`src/rtl/multicycle_control_unit.sv`:
```
// Multi-cycle RV32I control FSM: sequences FETCH/DECODE/EXEC/MEM/WB and drives
// every datapath select and write strobe, with jump/upper-imm, trap and memory-wait timeout.
module multicycle_control_unit #(
  parameter bit SUPPORT_JUMP  = 1'b1,
  parameter bit SUPPORT_UPPER = 1'b1,
  parameter bit TRAP_STICKY   = 1'b1,
  parameter int MEM_TIMEOUT   = 0
) (
  input  logic       clk,
  input  logic       rst_n,
  input  logic [4:0] Inst,
  input  logic       MemReady,
  output logic       PCWrite,
  output logic       IRWrite,
  output logic       IorD,
  output logic       MemRead,
  output logic       MemWrite,
  output logic [1:0] MemtoReg,
  output logic       RegWrite,
  output logic [1:0] ALUSrcA,
  output logic [1:0] ALUSrcB,
  output logic [1:0] ALUOp,
  output logic       Branch,
  output logic [1:0] PCSrc,
  output logic       Illegal,
  output logic [2:0] State
);

  localparam int CW = (MEM_TIMEOUT > 0) ? $clog2(MEM_TIMEOUT + 1) : 1;

  typedef enum logic [2:0] {
    S_FETCH  = 3'd0,
    S_DECODE = 3'd1,
    S_EXEC   = 3'd2,
    S_MEM    = 3'd3,
    S_WB     = 3'd4,
    S_BRANCH = 3'd5,
    S_JUMP   = 3'd6,
    S_TRAP   = 3'd7
  } state_e;

  localparam logic [4:0] OP_R     = 5'b01100;
  localparam logic [4:0] OP_I     = 5'b00100;
  localparam logic [4:0] OP_LW    = 5'b00000;
  localparam logic [4:0] OP_SW    = 5'b01000;
  localparam logic [4:0] OP_BEQ   = 5'b11000;
  localparam logic [4:0] OP_JAL   = 5'b11011;
  localparam logic [4:0] OP_JALR  = 5'b11001;
  localparam logic [4:0] OP_LUI   = 5'b01101;
  localparam logic [4:0] OP_AUIPC = 5'b00101;

  state_e          state_q, state_d;
  logic [4:0]      op_q, op_d;
  logic [CW-1:0]   wait_q, wait_d;
  logic            waiting;
  logic            timeout_hit;

  always_ff @(posedge clk or negedge rst_n) begin
    if (!rst_n) begin
      state_q <= S_FETCH;
      op_q    <= '0;
      wait_q  <= '0;
    end else begin
      state_q <= state_d;
      op_q    <= op_d;
      wait_q  <= wait_d;
    end
  end

  // The wait counter holds the number of earlier stalled cycles; this cycle is the N-th when it reads N-1.
  assign waiting     = ((state_q == S_FETCH) || (state_q == S_MEM)) && !MemReady;
  assign timeout_hit = (MEM_TIMEOUT > 0) && waiting && ((int'(wait_q) + 1) >= MEM_TIMEOUT);

  always_comb begin
    state_d = state_q;
    op_d    = op_q;
    wait_d  = '0;
    case (state_q)
      S_FETCH: begin
        if (MemReady)         state_d = S_DECODE;
        else if (timeout_hit) state_d = S_TRAP;
      end
      S_DECODE: begin
        op_d = Inst;
        case (Inst)
          OP_R, OP_I, OP_LW, OP_SW: state_d = S_EXEC;
          OP_LUI, OP_AUIPC: begin
            if (SUPPORT_UPPER) state_d = S_EXEC;
            else               state_d = S_TRAP;
          end
          OP_BEQ: state_d = S_BRANCH;
          OP_JAL, OP_JALR: begin
            if (SUPPORT_JUMP) state_d = S_JUMP;
            else              state_d = S_TRAP;
          end
          default: state_d = S_TRAP;
        endcase
      end
      S_EXEC: begin
        if ((op_q == OP_LW) || (op_q == OP_SW)) state_d = S_MEM;
        else                                    state_d = S_WB;
      end
      S_MEM: begin
        if (MemReady) begin
          if (op_q == OP_LW) state_d = S_WB;
          else               state_d = S_FETCH;
        end else if (timeout_hit) begin
          state_d = S_TRAP;
        end
      end
      S_WB, S_BRANCH, S_JUMP: state_d = S_FETCH;
      S_TRAP: begin
        if (!TRAP_STICKY) state_d = S_FETCH;
      end
      default: state_d = S_FETCH;
    endcase
    if ((MEM_TIMEOUT > 0) && waiting && (state_d == state_q)) wait_d = wait_q + CW'(1);
  end

  assign State = state_q;

  // Outputs are forced low while rst_n is held, so FETCH strobes only show once reset is released.
  always_comb begin
    PCWrite  = 1'b0;
    IRWrite  = 1'b0;
    IorD     = 1'b0;
    MemRead  = 1'b0;
    MemWrite = 1'b0;
    MemtoReg = 2'b00;
    RegWrite = 1'b0;
    ALUSrcA  = 2'b00;
    ALUSrcB  = 2'b00;
    ALUOp    = 2'b00;
    Branch   = 1'b0;
    PCSrc    = 2'b00;
    Illegal  = 1'b0;
    if (rst_n) begin
      case (state_q)
        S_FETCH: begin
          MemRead = 1'b1;
          ALUSrcB = 2'b01;
          PCWrite = MemReady;
          IRWrite = MemReady;
        end
        S_DECODE: ALUSrcB = 2'b10;
        S_EXEC: begin
          case (op_q)
            OP_R:     begin ALUSrcA = 2'b01; ALUSrcB = 2'b00; ALUOp = 2'b10; end
            OP_I:     begin ALUSrcA = 2'b01; ALUSrcB = 2'b10; ALUOp = 2'b10; end
            OP_LW,
            OP_SW:    begin ALUSrcA = 2'b01; ALUSrcB = 2'b10; end
            OP_LUI:   begin ALUSrcA = 2'b10; ALUSrcB = 2'b10; end
            OP_AUIPC: begin ALUSrcA = 2'b11; ALUSrcB = 2'b10; end
            default:  ;
          endcase
        end
        S_MEM: begin
          IorD     = 1'b1;
          MemRead  = (op_q == OP_LW);
          MemWrite = (op_q == OP_SW);
        end
        S_WB: begin
          RegWrite = 1'b1;
          MemtoReg = (op_q == OP_LW) ? 2'b01 : 2'b00;
        end
        S_BRANCH: begin
          ALUSrcA = 2'b01;
          ALUOp   = 2'b01;
          Branch  = 1'b1;
          PCSrc   = 2'b01;
        end
        S_JUMP: begin
          RegWrite = 1'b1;
          MemtoReg = 2'b10;
          PCWrite  = 1'b1;
          if (op_q == OP_JALR) begin
            ALUSrcA = 2'b01;
            ALUSrcB = 2'b10;
          end else begin
            PCSrc = 2'b01;
          end
        end
        S_TRAP: Illegal = 1'b1;
        default: ;
      endcase
    end
  end

endmodule

```
`config.mk`:
```
export PLATFORM = sky130hd
export DESIGN_NAME = multicycle_control_unit
export DESIGN_NICKNAME = d
export VERILOG_FILES = /design/src/rtl/multicycle_control_unit.sv
export SDC_FILE = /design/constraint.sdc
export NUM_CORES = 1
export LEC_CHECK = 0
export BUFFER_PORTS_ARGS = -buffer_cell sky130_fd_sc_hd__buf_2
export CORE_MARGIN = 4
export CORE_UTILIZATION = 40
export DETAILED_ROUTE_END_ITERATION = 16
export PLACE_DENSITY = 0.69
export SYNTH_ARGS = -nofsm -noshare
export SYNTH_HDL_FRONTEND = slang
export SYNTH_SLANG_ARGS = --single-unit
```
`constraint.sdc`:
```
create_clock -name clk -period 1.8 [get_ports clk]
set_clock_uncertainty 0.05 [all_clocks]
set_input_delay 0.36 -clock clk [delete_from_list [all_inputs] [get_ports clk]]
set_output_delay 0.36 -clock clk [all_outputs]
set_load 0.1 [all_outputs]
```
==> results.md, run 1 <==
* First Err: [ERROR DPL-0038] Utilization greater than 100%, impossible to legalize
* Top post-synthesis cells by area: dfrtp_1, mux2_2, nor2_1
* Most frequent cell after synthesis: nor2_1
* IO buf count at 27
* Post-synth top area share at 0.301
* Post-GRT worst EP: ALUSrcB[1]
* DP HPWL at 1850 um
* TritonCTS Buffers at 3
* Part of the Yosys area used for sequential elements at 0.301
* Die height at 48.8 um
* Dpl cells at 142
* Root buffer cell: clkbuf_4
* Average size of a mapped cell at 8.22 um^2
* CTS Sinks at 8
* Routability cong. at 0.847
* Placed Area at 1370 um^2
* Leading area contributor after synthesis: dfrtp_1
* Hold-fix buffers at CTS at 0
* Largest net degree at the start of global routing at 14
* Starting Density at 0.432
* Failed at: global routing (5_1_grt)
* Total number of yosys warnings at 0
* Width of the die at 48.8 um
* Synthesized cell area at 666 um^2
* Worst endpoint pin kind: primary output
* Synth Flop Type: dfrtp_1
* Mapped Nets at 89
* Flops & latches, synth at 8
* Synth top cells by count: nor2_1, nand2_1, dfrtp_1
* Longest Clk Path Bufs at 2
* Status: aborted with a tool error
* H-tree level count at 1
* EDFF count, synth at 0
* Cell Rows at 14
* Gate Count Post-Synth at 81
* Number of library cell types mapped by synthesis at 37
* I/O pins at 29
* Synth async-reset ratio at 1.00
logic make-up after synthesis:
family	Yosys count	synth area share
buffers and inverters	8	0.0583
other	1	0.00563
muxes	4	0.0677
AOI/OAI and AO/OA	17	0.199
DFF	8	0.301
and+or+nand+nor	43	0.368
what timing repair did:
| item | CTS |
|---|---|
| endpoints found under the setup margin | 16 |
| cloned | 0 |
| pin swaps | 6 |
| resized for setup | 12 |
| hold endpoints to repair | 0 |
| buffers inserted | 2 |
stage by stage:
stage / worst slack (ns) / utilization
2_1_floorplan: -1.17 / -
3_3_place_gp: -0.0551 / 0.888
3_5_place_dp: -0.106 / 0.888
4_1_cts: -0.297 / 0.955
==> run 2, diff against run 1 <==
CORE_AREA = 4 4 65 67   (was default)
CORE_MARGIN = default   (was 4)
CORE_UTILIZATION = default   (was 40)
DIE_AREA = 0 0 69 71   (was default)
PLACE_DENSITY = default   (was 0.69)
PLACE_DENSITY_LB_ADDON = 0.15   (was default)
==> run 2 against run 1 <==
Effect of this change:
- the flow now finishes, with violations (negative setup slack)
- synthesized area is the same
- synthesized cell count unchanged
==> results.md, run 2 <==
* Share of post-route cells with drive strength above 1 at 0.739
* CORE AREA at 3630 um^2
* CP cell instances: or4_4 -> nor2_4 -> and3b_4 -> buf_12
* Clock power share at 0.076
* Register area at 211 um^2
* I/O pins at 29
* VDD IR max at 0.622 mV
* Leading area contributor after synthesis: dfrtp_1
* Worst rel slew slack at 0.652
* Drt drc at 0
* Top Family by Delay on Critical Path: simple AND/OR/NAND/NOR gates
* Minimum clock period at 2.10 ns
* Commonest non-fill, non-tap cells in the layout: buf_4, buf_12, buf_2, nor2_4, nand2_1
* Slowest cell on the critical path: or4_4
* Top post-synthesis cells by area: dfrtp_1, mux2_2, nor2_1
* Critical path endpoint category: output port
* DP HPWL at 2030 um
* Synthesis-to-layout area growth at 146%
* F_max at 476 MHz
* Reg with most FFs: op_q
* WP data arrival at 1.69 ns
* Multi-input logic area at 611 um^2
* Cell area after layout at 1640 um^2
* Non-Filler Instances at 190
* Post-synth top area share at 0.301
* Post-route ant nets at 0
* DRT iter0 DRCs at 7
* Number of library cell types mapped by synthesis at 37
* Power Density at 1810 nW/um^2
* Critical path data required time at 1.39 ns
* Critical path class: flip-flop to output port
* Dpl cells at 180
* First-pass GRT wire length at 4100 um
* # setup viols final at 12
* Largest net degree at the start of global routing at 14
* Die height at 71 um
* Violated checks: negative setup slack
* Seq pwr share at 0.132
* Total GRT Usage at 0.103
* Sw Share at 0.519
* RSZ-0062 raised after global routing: true
* Drt total wl at 2320 um
* Max_cap viols at 0
* CTS Sinks at 8
* Initial antenna violation count at 0
* Worst Setup Start Kind: flip-flop
* Routability cong. at 0.770
* Clk slew on worst S/H paths at 0.04 ns
* Post-DR wirelength/cell at 12.2 um
* Synth top cells by count: nor2_1, nand2_1, dfrtp_1
* Hold-fix buffers at CTS at 0
* Slew Limit Fails at 0
* TritonCTS Buffers at 3
* Part of the Yosys area used for sequential elements at 0.301
* Largest stage delay, worst path at 0.56 ns
* Logic pwr share at 0.792
* Gate Count Post-Synth at 81
* # fillers at 359
* Worst-margin pin slew at 0.516 ns
* Total number of yosys warnings at 0
* Hold WC Path Type: input pin to asynchronous set/reset pin
* Vias per cell at 4.26
* Flops & latches, synth at 8
* Crit-path max FO at 3
* Cell Rows at 22
* EDFF count, synth at 0
* Number of global-route vias before repair at 873
* Buf/Inv on CP at 1
* Synth Flop Type: dfrtp_1
* Placed Area at 1470 um^2
* Worst skew pair latency at 0.23 ns
* Die Area at 4900 um^2
* Initial DRT Pass Iterations at 4
* Final worst slack at -0.303 ns
* Grt total ovfl at 0
* Setup TNS at -2.12 ns
* P_int at 1.43 mW
* Starting Density at 0.183
* Max reg flops at 5
* Synthesized cell area at 666 um^2
* Longest Clk Path Bufs at 2
* Synth async-reset ratio at 1.00
* Tcrit/Tclk final at 1.17
* # diodes at 0
* Mapped Nets at 89
* Width of the die at 69 um
* Root buffer cell: clkbuf_8
* Final Hold Fails at 0
* IO buf count at 27
* Leak at 0.685 nW
* Average size of a mapped cell at 8.22 um^2
* Status: finished, violations left
* Most frequent cell after synthesis: nor2_1
* Via count at 810
* Nets@finish at 151
* H-tree level count at 1
* Psw at 1.54 mW
* Most common cell after layout, fill and taps aside: buf_4
* CTS tree: done
==> run 2: cell counts after synthesis <==
Identical to the previous run, type by type.
==> run 2: power groups by stage <==
stage / combinational, mW / sequential [mW] / clock (mW)
detailed placement: 2.16 / 0.398 / 0
CTS: 2.34 / 0.392 / 0.232
finish: 2.35 / 0.391 / 0.225
global route: 2.47 / 0.407 / 0.242
floorplan: 1.19 / 0.608 / 0
global placement: 2.15 / 0.391 / 0
==> run 2: final timing paths <==
path | startpoint | to | slack [ns] | depth (start not counted)
worst min register to register | op_q[4]$_DFFE_PN0P_ | op_q[4]$_DFFE_PN0P_ | 0.60 | 2
worst max register to register | op_q[2]$_DFFE_PN0P_ | State[2]$_DFFE_PN0P_ | 0.17 | 6
worst min-delay path | rst_n | State[1]$_DFFE_PN0P_ | 0.03 | 2
min in group clk | Inst[2] | op_q[2]$_DFFE_PN0P_ | 0.33 | 3
worst max-delay path | op_q[2]$_DFFE_PN0P_ | MemtoReg[0] | -0.30 | 4
max in group asynchronous | rst_n | op_q[4]$_DFFE_PN0P_ | 1.39 | 3
==> run 2: final cells by class <==
type,instances,share of cell area
clock buffers,4,0.0275
flip-flops and latches,8,0.129
well taps,48,0.0366
repair buffers,62,0.425
multi-input cells,65,0.373
inverters,3,0.00916
==> run 2: logic make-up (layout without fill, tap and decap cells) <==
family                 Yosys count  in the layout  share of synthesized area
AO/OA/AOI/OAI                   17             17                      0.199
buffers and inverters            8             69                     0.0583
flip-flops                       8              8                      0.301
multiplexers                     4              4                     0.0677
other                            1              1                    0.00563
AND/OR/NAND/NOR                 43             43                      0.368
==> run 2: per-layer routing <==
layer | part of all wire | track usage | routed length [um]
met1 | 0.44 | 0.116 | 1010
met2 | 0.51 | 0.186 | 1180
met3 | 0.042 | 0.0227 | 97
met4 | 0.012 | 0.0456 | 29
met5 | 0 | 0 | 0
==> run 2: through the flow <==
stage          total power [mW]  setup WS (ns)  hold WS [ns]   util
2_1_floorplan              1.80          -1.17        0.0144      -
3_3_place_gp               2.54        -0.0347         0.271  0.404
3_5_place_dp               2.56        -0.0589         0.278  0.404
4_1_cts                    2.97         -0.298        0.0345  0.446
5_1_grt                    3.12         -0.359        0.0472  0.451
6_report                   2.96         -0.303        0.0300  0.451
==> run 2: what timing repair did <==
action	4_1_cts	5_1_grt
setup buffers	5	1
pin swaps	5	3
resized for setup	12	3
setup endpoints to repair	14	15
endpoints found under the hold margin	0	0
Note: power is estimated with default switching activity, not from simulation.
==> run 3, diff against run 2 <==
RECOVER_POWER = 100   (was default)
==> run 3 against run 2 <==
Effect of this change:
- cell count stayed put
- clock-buffer cell count unchanged
- hold slack better by 0.0069 ns
- global-route usage did not move
- setup slack barely moved
- clock power is essentially flat
- non-clock buffer count did not move
- fmax is essentially flat
- die area unchanged
- power fell by 0.53%
- combinational power about the same
- critical path depth unchanged
- the flow still finishes with violations (negative setup slack)
- largest power group unchanged
==> results.md, run 3 (synthesis results as in run 2) <==
* Grt total ovfl at 0
* Starting Density at 0.183
* F_max at 476 MHz
* Sw Share at 0.521
* Most common cell after layout, fill and taps aside: buf_4
* Dpl cells at 180
* Post-route ant nets at 0
* Width of the die at 69 um
* Clock power share at 0.076
* Root buffer cell: clkbuf_8
* Post-DR wirelength/cell at 12.2 um
* Cell Rows at 22
* Max reg flops at 5
* Via count at 809
* CTS tree: done
* Power Density at 1810 nW/um^2
* Routability cong. at 0.770
* Synthesis-to-layout area growth at 144%
* Status: finished, violations left
* Die height at 71 um
* Clk slew on worst S/H paths at 0.04 ns
* CTS Sinks at 8
* Worst-margin pin slew at 0.541 ns
* Hold Slack at 0.0369 ns
* Violated checks: negative setup slack
* Psw at 1.54 mW
* Longest Clk Path Bufs at 2
* P_int at 1.41 mW
* Critical path endpoint category: output port
* Drt drc at 0
* Slowest cell on the critical path: or4_4
* RSZ-0062 raised after global routing: true
* Drt total wl at 2310 um
* IO buf count at 27
* Max_cap viols at 0
* CP Launch Point: op_q[2]$_DFFE_PN0P_
* R2R depth at 4
* FF-to-FF Start: State[1]$_DFFE_PN0P_
* Number of global-route vias before repair at 873
* Largest net degree at the start of global routing at 14
* DRT iter0 DRCs at 7
* First-pass GRT wire length at 4100 um
* Placed Area at 1470 um^2
* Share of post-route cells with drive strength above 1 at 0.711
* Final Hold Fails at 0
* Cell area after layout at 1620 um^2
* Worst Setup Start Kind: flip-flop
* Crit-path max FO at 3
* WP data arrival at 1.69 ns
* Hold WC Path Type: input pin to asynchronous set/reset pin
* Final worst slack at -0.303 ns
* TritonCTS Buffers at 3
* Worst R2R Setup Slack at 0.16 ns
* Die Area at 4900 um^2
* Critical path class: flip-flop to output port
* Logic pwr share at 0.791
* # diodes at 0
* Commonest non-fill, non-tap cells in the layout: buf_4, buf_12, nor2_4, buf_2, nand2_1
* Nets@finish at 151
* VDD IR max at 0.620 mV
* # setup viols final at 12
* Top Family by Delay on Critical Path: simple AND/OR/NAND/NOR gates
* Vias per cell at 4.26
* Largest stage delay, worst path at 0.56 ns
* H-tree level count at 1
* Slew Limit Fails at 0
* Hold-fix buffers at CTS at 0
* Critical path data required time at 1.39 ns
* Non-Filler Instances at 190
* Total GRT Usage at 0.103
* Leak at 0.670 nW
* I/O pins at 29
* Seq pwr share at 0.132
* Worst rel slew slack at 0.641
* Minimum clock period at 2.10 ns
* CORE AREA at 3630 um^2
* Worst skew pair latency at 0.23 ns
* CP cell instances: or4_4 -> nor2_4 -> and3b_4 -> buf_12
* Reg with most FFs: op_q
* Tcrit/Tclk final at 1.17
* Initial antenna violation count at 0
* Initial DRT Pass Iterations at 4
* Crit Reg-Reg Endpoint: op_q[1]$_DFFE_PN0P_
* DP HPWL at 2030 um
* Buf/Inv on CP at 1
==> run 3: changes by cell type in the layout (fill, tap and decap cells not counted) <==
cell,delta
buf_2,-2
buf_4,-5
clkbuf_1,+4
clkbuf_2,+2
clkbuf_4,+1
==> run 3: repair_timing <==
action,in CTS,in global routing
pin swaps,5,3
resized for setup,12,3
setup endpoints to repair,14,15
buffers inserted,5,1
==> run 3: power by group through the flow <==
stage,Sequential (mW),Combinational [mW],Clock [mW]
after global routing,0.407,2.46,0.242
after CTS,0.392,2.34,0.232
after global placement,0.391,2.15,0
after detailed placement,0.398,2.16,0
after floorplan,0.608,1.19,0
final,0.390,2.33,0.225
==> run 3: worst reg2reg max path, stage by stage (launching register included) <==
cell and delay [ns]:
dfrtp_4 0.52, nand2b_4 0.19, nor2_4 0.09, clkbuf_1 0.29, mux2_2 0.38
==> run 3: area by class of cell <==
cell class	count	area, um^2
tap	48	60.1
inverter	3	15.0
multi-input combinational	65	611
sequential	8	211
clock buffer	4	45.0
fill	362	2010
timing repair buffer	62	682
==> run 3: routing by layer <==
layer | wire [um] | part of all wire | track usage
met1 | 1010 | 0.44 | 0.116
met3 | 97 | 0.042 | 0.0227
met2 | 1180 | 0.51 | 0.186
met4 | 29 | 0.013 | 0.0456
met5 | 0 | 0 | 0
==> run 3: stage by stage <==
stage                util  power (mW)  TNS (ns)  setup WS [ns]
floorplan               -        1.80     -7.34          -1.17
global placement    0.404        2.54   -0.0764        -0.0347
detailed placement  0.404        2.56    -0.121        -0.0589
CTS                 0.446        2.97     -2.25         -0.298
global route        0.447        3.11     -2.98         -0.359
finish              0.447        2.95     -2.13         -0.303
==> run 3: worst max path at each step <==
stage	to	slack (ns)	cells after the start
6_report	MemtoReg[0]	-0.30	4
4_1_cts	MemtoReg[0]	-0.30	4
3_3_place_gp	ALUSrcB[1]	-0.03	6
2_1_floorplan	PCWrite	-1.17	4
3_5_place_dp	MemtoReg[0]	-0.06	4
5_1_grt	ALUSrcB[1]	-0.36	6
==> run 4, diff against run 3 <==
ABC_AREA = 1   (was default)
clock period = 2.7 ns   (was 1.8 ns; I/O delays follow)
==> run 4 against run 3 <==
Effect of this change:
- the run now ends clean
- die area unchanged
- cell count down 1.6%
- critical path depth up 2
- hold slack improved by 0.054 ns
- sequential share of layout area increased by 8.2 points
- synthesized cell count increased by 35%
- sequential cell count did not move
- cell area decreased by 39%
- clock-buffer cell count stayed put
- synthesized area increased by 1.9%
- register-to-register slack improved by 1.1 ns
- global-route usage fell by 0.97 points
- largest cell class is now multi-input gates
==> results.md, run 4 <==
* Tcrit/Tclk final at 0.934
* Crit-path max FO at 8
* Drt drc at 0
* Post-CTS Setup Bufs at 0
* Post-route ant nets at 0
* Register area at 209 um^2
* Flops & latches, synth at 8
* EDFF count, synth at 0
* R2R depth at 7
* Post-synth top area share at 0.295
* H-tree level count at 1
* Synth top cells by count: nand2_1, nor2_1, inv_1, nand3_1, dfrtp_1
* Synth async-reset ratio at 1.00
* Starting Density at 0.187
* Drt total wl at 2170 um
* DP HPWL at 1870 um
* Worst-margin pin slew at 1.17 ns
* Post-DR wirelength/cell at 11.6 um
* Commonest non-fill, non-tap cells in the layout: nand2_1, clkbuf_2, inv_1, nand3_1, nor2_2
* Slew Limit Fails at 0
* I/O pins at 29
* Most common cell after layout, fill and taps aside: nand2_1
* Number of global-route vias before repair at 783
* First-pass GRT wire length at 3720 um
* Worst R2R Setup Slack at 1.29 ns
* # diodes at 0
* CTS tree: done
* Width of the die at 69 um
* Number of library cell types mapped by synthesis at 22
* Met3 WL at 103 um
* WL met2 at 991 um
* Top post-synthesis cells by area: dfrtp_1, nand2_1, nor2_1
* Max reg flops at 5
* Max Used Layer: met4
* Final Hold Fails at 0
* CORE AREA at 3630 um^2
* FF-to-FF Start: State[1]$_DFFE_PN0P_
* Grt total ovfl at 0
* Metal1 wirelength at 1050 um
* Longest Clk Path Bufs at 2
* DRT iter0 DRCs at 47
* Root buffer cell: clkbuf_8
* Worst Setup Start Kind: flip-flop
* Part of the Yosys area used for sequential elements at 0.295
* Critical path data required time at 2.11 ns
* RSZ-0062 raised after global routing: false
* Gate Count Post-Synth at 109
* Average size of a mapped cell at 6.22 um^2
* Clk slew on worst S/H paths at 0.04 ns
* Worst rel slew slack at 0.225
* Status: finished, final reports clean
* Reg with most FFs: op_q
* Non-Filler Instances at 187
* Vias per cell at 4.27
* Crit Reg-Reg Endpoint: State[2]$_DFFE_PN0P_
* Largest net degree at the start of global routing at 12
* Critical path class: flip-flop to output port
* Max_cap viols at 0
* Via count at 799
* Post_cts resized at 0
* # setup viols final at 0
* Die height at 71 um
* Hold WC Path Type: input pin to asynchronous set/reset pin
* Synthesized cell area at 678 um^2
* Synth Flop Type: dfrtp_1
* Worst skew pair latency at 0.23 ns
* TritonCTS Buffers at 3
* Most frequent cell after synthesis: nand2_1
* # fillers at 436
* IO buf count at 27
* Die Area at 4900 um^2
* F_max at 397 MHz
* CTS Sinks at 8
* Total GRT Usage at 0.0937
* Total number of yosys warnings at 0
* Synthesis-to-layout area growth at 45.0%
* Dpl cells at 183
* Minimum clock period at 2.52 ns
* Routability cong. at 0.761
* Initial antenna violation count at 0
* Leading area contributor after synthesis: dfrtp_1
* Critical path endpoint category: output port
* Multi-input logic area at 478 um^2
* Hold-fix buffers at CTS at 0
* Nets@finish at 148
* WP data arrival at 1.93 ns
* Cell Rows at 22
* Mapped Nets at 117
* Initial DRT Pass Iterations at 4
* Share of post-route cells with drive strength above 1 at 0.410
[run 4: critical path, stage by stage, from the launching register on]
cell	delay (ns)
dfrtp_4	0.51
nor2_4	0.17
nand2_1	0.20
inv_2	0.17
a21oi_1	0.07
a21oi_2	0.14
buf_2	0.44
[run 4: logic make-up (layout without fill, tap and decap cells)]
group,after synthesis,in the layout,synth area share
AND/OR/NAND/NOR,67,67,0.476
buffers and inverters,17,47,0.0996
AO/OA/AOI/OAI,16,16,0.124
flip-flops,8,8,0.295
other,1,1,0.00553
[run 4: metrics by stage]
stage	utilization	setup WS [ns]	instance area, um^2	TNS (ns)	hold WS (ns)
after floorplan	-	-0.0487	762	-0.0487	0.194
after global placement	0.262	0.452	953	0	0.332
after detailed placement	0.262	0.428	953	0	0.337
after CTS	0.275	0.228	998	0	0.0930
after global routing	0.271	0.0896	983	0	0.0957
final	0.271	0.178	983	0	0.0911
[run 4: final cells by class]
type                    count  share of cell area
clock buffers               4              0.0458
inverters                  15              0.0573
multi-input cells          84               0.486
flip-flops and latches      8               0.212
well taps                  48              0.0611
repair buffers             28               0.137
[run 4: worst max path at each step]
stage / from / endpoint / slack [ns]
after CTS: State[0]$_DFFE_PN0P_ / ALUOp[1] / 0.23
after floorplan: State[2]$_DFFE_PN0P_ / PCSrc[0] / -0.05
after global placement: rst_n / MemWrite / 0.45
final: State[1]$_DFFE_PN0P_ / ALUSrcB[1] / 0.18
after global routing: State[1]$_DFFE_PN0P_ / ALUSrcB[1] / 0.09
after detailed placement: rst_n / MemWrite / 0.43
[run 4: routing by layer]
| metal | GRT usage | up-vias |
|---|---|---|
| li1 | - | 409 |
| met1 | 0.125 | 365 |
| met2 | 0.145 | 23 |
| met3 | 0.0170 | 2 |
| met4 | 0.0456 | 0 |
| met5 | 0 | - |
Power of run 4 is not shown: default switching activity piles up to over one toggle a cycle in this logic, so the estimate is an artifact.
